### src/rtl/gpio_irq_scheduler_if.sv
// rtl/gpio_irq_scheduler_if.sv - GPIO interrupt scheduler bus: controller status, CPU handshake, clear request
interface gpio_irq_scheduler_if #(
    parameter int NUM_PINS  = 32,
    parameter int ID_W      = $clog2(NUM_PINS),
    parameter int HOLDOFF_W = 8
);
    logic [NUM_PINS-1:0]  irq_status;
    logic [NUM_PINS-1:0]  cfg_mask;
    logic [HOLDOFF_W-1:0] cfg_holdoff;
    logic                 cpu_claim;
    logic                 cpu_complete;
    logic                 cpu_irq;
    logic [ID_W-1:0]      claim_id;
    logic                 clr_valid;
    logic [NUM_PINS-1:0]  clr_mask;
    logic                 clr_ready;
    logic                 busy;

    modport slave (
        input  irq_status, cfg_mask, cfg_holdoff, cpu_claim, cpu_complete, clr_ready,
        output cpu_irq, claim_id, clr_valid, clr_mask, busy
    );

    modport master (
        output irq_status, cfg_mask, cfg_holdoff, cpu_claim, cpu_complete, clr_ready,
        input  cpu_irq, claim_id, clr_valid, clr_mask, busy
    );
endinterface

### src/rtl/gpio_irq_scheduler.sv
// rtl/gpio_irq_scheduler.sv - round-robin GPIO interrupt sequencer with claim/complete and W1C clear
module gpio_irq_scheduler #(
    parameter int NUM_PINS  = 32,
    parameter int ID_W      = $clog2(NUM_PINS),
    parameter int HOLDOFF_W = 8
) (
    input logic                  clk,
    input logic                  rst,
    gpio_irq_scheduler_if.slave  bus
);
    typedef enum logic [2:0] {
        S_IDLE,
        S_ARB,
        S_NOTIFY,
        S_SERVICE,
        S_CLEAR
    } state_t;

    state_t               r_state;
    state_t               w_next_state;
    logic [ID_W-1:0]      r_rr_ptr;
    logic [ID_W-1:0]      r_sel_id;
    logic [HOLDOFF_W-1:0] r_hold_cnt;

    logic [NUM_PINS-1:0]  w_pending;
    logic                 w_hi_found;
    logic [ID_W-1:0]      w_hi_id;
    logic [ID_W-1:0]      w_lo_id;
    logic [ID_W-1:0]      w_rr_sel;
    logic                 w_clr_fire;

    assign w_pending  = bus.irq_status & bus.cfg_mask;
    assign w_clr_fire = (r_state == S_CLEAR) && bus.clr_ready;

    // Round-robin pick: lowest pending at/above the pointer, else wrap to the lowest pending overall
    always_comb begin
        w_hi_found = 1'b0;
        w_hi_id    = '0;
        w_lo_id    = '0;
        for (int i = NUM_PINS - 1; i >= 0; i--) begin
            if (w_pending[i]) begin
                w_lo_id = ID_W'(i);
                if (ID_W'(i) >= r_rr_ptr) begin
                    w_hi_found = 1'b1;
                    w_hi_id    = ID_W'(i);
                end
            end
        end
        w_rr_sel = w_hi_found ? w_hi_id : w_lo_id;
    end

    // State register
    always_ff @(posedge clk) begin
        if (rst) begin
            r_state <= S_IDLE;
        end else begin
            r_state <= w_next_state;
        end
    end

    // Next-state decode; claim wins over a same-cycle withdrawal in NOTIFY
    always_comb begin
        w_next_state = r_state;
        case (r_state)
            S_IDLE: begin
                if ((r_hold_cnt == '0) && (|w_pending)) begin
                    w_next_state = S_ARB;
                end
            end
            S_ARB: begin
                w_next_state = (|w_pending) ? S_NOTIFY : S_IDLE;
            end
            S_NOTIFY: begin
                if (bus.cpu_claim) begin
                    w_next_state = S_SERVICE;
                end else if (!w_pending[r_sel_id]) begin
                    w_next_state = S_IDLE;
                end
            end
            S_SERVICE: begin
                if (bus.cpu_complete) begin
                    w_next_state = S_CLEAR;
                end
            end
            S_CLEAR: begin
                if (bus.clr_ready) begin
                    w_next_state = S_IDLE;
                end
            end
            default: w_next_state = S_IDLE;
        endcase
    end

    // Selection, round-robin pointer and hold-off counter; pointer/hold-off only move on a completed clear
    always_ff @(posedge clk) begin
        if (rst) begin
            r_rr_ptr   <= '0;
            r_sel_id   <= '0;
            r_hold_cnt <= '0;
        end else begin
            if ((r_state == S_IDLE) && (r_hold_cnt != '0)) begin
                r_hold_cnt <= r_hold_cnt - 1'b1;
            end
            if ((r_state == S_ARB) && (|w_pending)) begin
                r_sel_id <= w_rr_sel;
            end
            if (w_clr_fire) begin
                r_rr_ptr   <= (r_sel_id == ID_W'(NUM_PINS - 1)) ? '0 : r_sel_id + 1'b1;
                r_hold_cnt <= bus.cfg_holdoff;
            end
        end
    end

    assign bus.cpu_irq   = (r_state == S_NOTIFY);
    assign bus.claim_id  = r_sel_id;
    assign bus.clr_valid = (r_state == S_CLEAR);
    assign bus.clr_mask  = (r_state == S_CLEAR) ? ({{(NUM_PINS-1){1'b0}}, 1'b1} << r_sel_id) : '0;
    assign bus.busy      = (r_state != S_IDLE);
endmodule

### src/flat_wrapper.sv
// flat-port wrapper written by rule: the top's interface ports become plain ports
module gpio_irq_scheduler_flat 
#(
    parameter int NUM_PINS  = 32,
    parameter int ID_W      = $clog2(NUM_PINS),
    parameter int HOLDOFF_W = 8
)
  (clk, rst, bus_irq_status, bus_cfg_mask, bus_cfg_holdoff, bus_cpu_claim, bus_cpu_complete, bus_clr_ready, bus_cpu_irq, bus_claim_id, bus_clr_valid, bus_clr_mask, bus_busy);
  gpio_irq_scheduler_if #(.NUM_PINS(NUM_PINS), .ID_W(ID_W), .HOLDOFF_W(HOLDOFF_W)) bus_i ();
  input logic clk;
  input logic rst;
  input wire logic [$bits(bus_i.irq_status)-1:0] bus_irq_status;
  input wire logic [$bits(bus_i.cfg_mask)-1:0] bus_cfg_mask;
  input wire logic [$bits(bus_i.cfg_holdoff)-1:0] bus_cfg_holdoff;
  input wire logic [$bits(bus_i.cpu_claim)-1:0] bus_cpu_claim;
  input wire logic [$bits(bus_i.cpu_complete)-1:0] bus_cpu_complete;
  input wire logic [$bits(bus_i.clr_ready)-1:0] bus_clr_ready;
  output wire logic [$bits(bus_i.cpu_irq)-1:0] bus_cpu_irq;
  output wire logic [$bits(bus_i.claim_id)-1:0] bus_claim_id;
  output wire logic [$bits(bus_i.clr_valid)-1:0] bus_clr_valid;
  output wire logic [$bits(bus_i.clr_mask)-1:0] bus_clr_mask;
  output wire logic [$bits(bus_i.busy)-1:0] bus_busy;
  assign bus_i.irq_status = bus_irq_status;
  assign bus_i.cfg_mask = bus_cfg_mask;
  assign bus_i.cfg_holdoff = bus_cfg_holdoff;
  assign bus_i.cpu_claim = bus_cpu_claim;
  assign bus_i.cpu_complete = bus_cpu_complete;
  assign bus_i.clr_ready = bus_clr_ready;
  assign bus_cpu_irq = bus_i.cpu_irq;
  assign bus_claim_id = bus_i.claim_id;
  assign bus_clr_valid = bus_i.clr_valid;
  assign bus_clr_mask = bus_i.clr_mask;
  assign bus_busy = bus_i.busy;
  gpio_irq_scheduler #(.NUM_PINS(NUM_PINS), .ID_W(ID_W), .HOLDOFF_W(HOLDOFF_W)) u_core (.clk(clk), .rst(rst), .bus(bus_i));
endmodule
### config.mk
export PLATFORM = sky130hd
export DESIGN_NAME = gpio_irq_scheduler_flat
export DESIGN_NICKNAME = d
export VERILOG_FILES = /design/src/rtl/gpio_irq_scheduler_if.sv /design/src/rtl/gpio_irq_scheduler.sv /design/src/flat_wrapper.sv
export SDC_FILE = /design/constraint.sdc
export NUM_CORES = 1
export LEC_CHECK = 0
export ABC_AREA = 1
export CAP_MARGIN = 25
export CELL_PAD_IN_SITES_DETAIL_PLACEMENT = 0
export CELL_PAD_IN_SITES_GLOBAL_PLACEMENT = 1
export CORE_UTILIZATION = 28
export DETAILED_ROUTE_END_ITERATION = 10
export PLACE_DENSITY = 0.92
export SLEW_MARGIN = 20
export SYNTH_ARGS = -nofsm -noshare
export SYNTH_HDL_FRONTEND = slang
export SYNTH_SLANG_ARGS = --single-unit
### constraint.sdc
create_clock -name clk -period 3.01 [get_ports clk]
set_input_delay 0.903 -clock clk [delete_from_list [all_inputs] [get_ports clk]]
set_output_delay 0.903 -clock clk [all_outputs]
set_load 0.05 [all_outputs]
==> reports/qor.txt <==
Outcome - finished clean
Ys Warns - 0
Synth Register Bits - 21
Die height - 102 um
RePlAce Congestion - 0.920
Clock buffer count from CTS - 3
Top-area cell type share of the netlist area - 0.253
Mean Syn Cell Area - 5.15 um^2
Post-route ant nets - 0
Maxcap violations - 0
Static Leak - 0.00223 uW
Top-Level Pins - 117
Maximum clock insertion buffer count - 2
Area leader, netlist - nand2_1
GRT Util Overall - 0.217
CP Buf/Inv Count - 2
Worst hold margin - 0.525 ns
Die W - 102 um
Hold Path Depth - 2
DR iter-0 viols - 265
Crit path cell chain - inv_1, nor3_1, clkdlybuf4s50_1
Pre-antenna DRT Iters - 5
Pwr per Cell Area - 432 mW/mm^2
CORE AREA - 0.00977 mm^2
Crit. End Element - primary output
Number of global-route vias before repair - 3,824
Worst R2R Path Depth - 33
Critical Path Stages - 3
Crit path launch type - register
Initial Util - 0.289
CP top delay family - buffers and inverters
WS Path Type - register to primary output
Final setup fails - 0
First-pass GRT wire length - 18,100 um
Final Non-Filler Cells - 817
Dpl cells - 808
Most frequent cells in the layout - 184 x nand2_1, 97 x nor2_1, 68 x clkdlybuf4s50_1
Synth area leaders - nand2_1 25%, dfxtp_1 15%, nor2_1 13%, o21ai_0 8.0%, inv_1 7.3%
Setup TNS - 0 ns
Htree depth - 1
PortBufs - 116
Area delta synth->final - 63.1%
Nets - 771
Grt ovf - 0
CTS tree - built
Crit Path Max Fanout - 4
Slowest stage delay, CP - 0.88 ns
Synthesized cell area - 0.00282 mm^2
DP HPWL - 9300 um
Final Core Density - 0.471
Routed WL - 11,300 um
Via count - 4,088
Hold WC Path Type - register to register
Drt drc - 0
Clock latency on the worst-skew pair - 0.26 ns
Initial antenna violation count - 0
Crit path DAT - 1.96 ns
Ratio of cells with drive above 1 in the final layout - 0.124
Synth Instances - 548
Num rows - 36
Count of cell types in the netlist - 32
Commonest non-fill, non-tap cell in the layout - nand2_1
Clock sinks - 21
IR drop worst, VDD - 262 uV
Fmax - 350 MHz
Final worst path period need - 2.86 ns
RSZ-0062 raised after global routing - no
Design Area, Final - 0.00460 mm^2
Worst clock skew - 0.00333 ns
Vias per std cell - 5.00
Root Driver - clkbuf_8
Largest net degree at the start of global routing - 19
Pins Over Slew Limit - 0
Rel. slew slack - 0.620
Avg WL per Cell - 13.8 um
Req. time, crit path - 2.11 ns
Antenna Cells - 0
Worst Tran Pin Value - 0.568 ns
Post-route clock period utilization - 0.950
Hold Vio Cnt, Final - 0
CP max stage cell - clkdlybuf4s50_1
DP Area - 0.00448 mm^2
CTS clock-pin slew for the worst setup and hold paths - 0.08 ns
Mapped Nets - 634
Sequential fraction of the synthesis area - 0.149
Die ar. - 0.0105 mm^2
flip-flops by register name, summed over array words and instances, names as in the netlist:
name and count:
u_core.bus.claim_id 5, u_core.r_hold_cnt 8, u_core.r_rr_ptr 5, u_core.r_state 3
metal layers:
layer / GRT usage / share of wire / vias up
met4: 0.0341 / 0.012 / 0
met3: 0.0226 / 0.062 / 15
met5: 0 / 0 / -
met1: 0.275 / 0.45 / 1839
met2: 0.399 / 0.48 / 156
li1: - / - / 2078
timing repair:
item | 4_1_cts | 5_1_grt
gates resized for setup | 6 | 28
setup endpoints to repair | 1 | 6
buffers inserted | 3 | 2
hold buffers | 0 | 0
pin swaps | 2 | 10
logic make-up (layout without fill, tap and decap cells):
group,Yosys count,after routing,synth area share
and+or+nand+nor,334,334,0.474
AOI/OAI and AO/OA,113,113,0.231
buffers and inverters,69,205,0.0998
DFF,21,21,0.149
adders and majority gates,9,9,0.0399
xor gates and xnor gates,2,2,0.00621
cell usage after synthesis, drive strengths merged:
cell type / number
o21a: 2
dlygate4sd3: 1
o31ai: 3
o22ai: 3
o21ai: 47
buf: 4
nand4: 10
dfxtp: 21
a21oi: 29
o2111ai: 2
nor3: 10
nand3: 19
nor2: 99
a211oi: 3
ha: 9
inv: 55
o21bai: 3
xor2: 2
nor4: 3
clkbuf: 9
nand2: 193
o211ai: 7
a311oi: 2
a31oi: 12
path summary, 6_finish.rpt:
kind	from	endpoint	slack (ns)
setup / recovery	u_core.r_state[1]$_SDFFE_PP0P_	bus_cpu_irq	0.15
hold / removal	u_core.r_hold_cnt[4]$_SDFFE_PP0P_	u_core.r_hold_cnt[4]$_SDFFE_PP0P_	0.53
setup reg to reg	u_core.r_rr_ptr[1]$_SDFFE_PP0P_	u_core.bus.claim_id[0]$_SDFFE_PP0P_	0.35
hold reg to reg	u_core.r_hold_cnt[4]$_SDFFE_PP0P_	u_core.r_hold_cnt[4]$_SDFFE_PP0P_	0.53
power breakdown:
part	switching (uW)	internal, uW	total (uW)
combinational	860	502	1360
sequential	81.6	357	439
clock	94.5	92.3	187
total	1040	951	1990
stage by stage:
step | setup WS (ns) | power, uW
after floorplan | -0.00331 | 1310
after global placement | -0.342 | 1750
after detailed placement | -0.364 | 1770
after CTS | 0.0271 | 1970
after global routing | 0.0111 | 2160
final | 0.151 | 1990
area by class of cell:
class | instances | area, um^2
clock buffers | 3 | 41.3
clock inverters | 1 | 5.00
fillers | 1027 | 5170
inverters | 55 | 206
multi-input cells | 458 | 2140
flip-flops and latches | 21 | 420
well taps | 133 | 166
repair buffers | 146 | 1620
worst reg2reg max path, delay by kind of cell, from the launching register on:
| family | cells | cell delay (ns) |
|---|---|---|
| AO/OA/AOI/OAI | 1 | 0.22 |
| buffers and inverters | 1 | 0.03 |
| flip-flops | 1 | 0.51 |
| AND/OR/NAND/NOR | 31 | 1.80 |
Power figures use the tool's default switching activity.
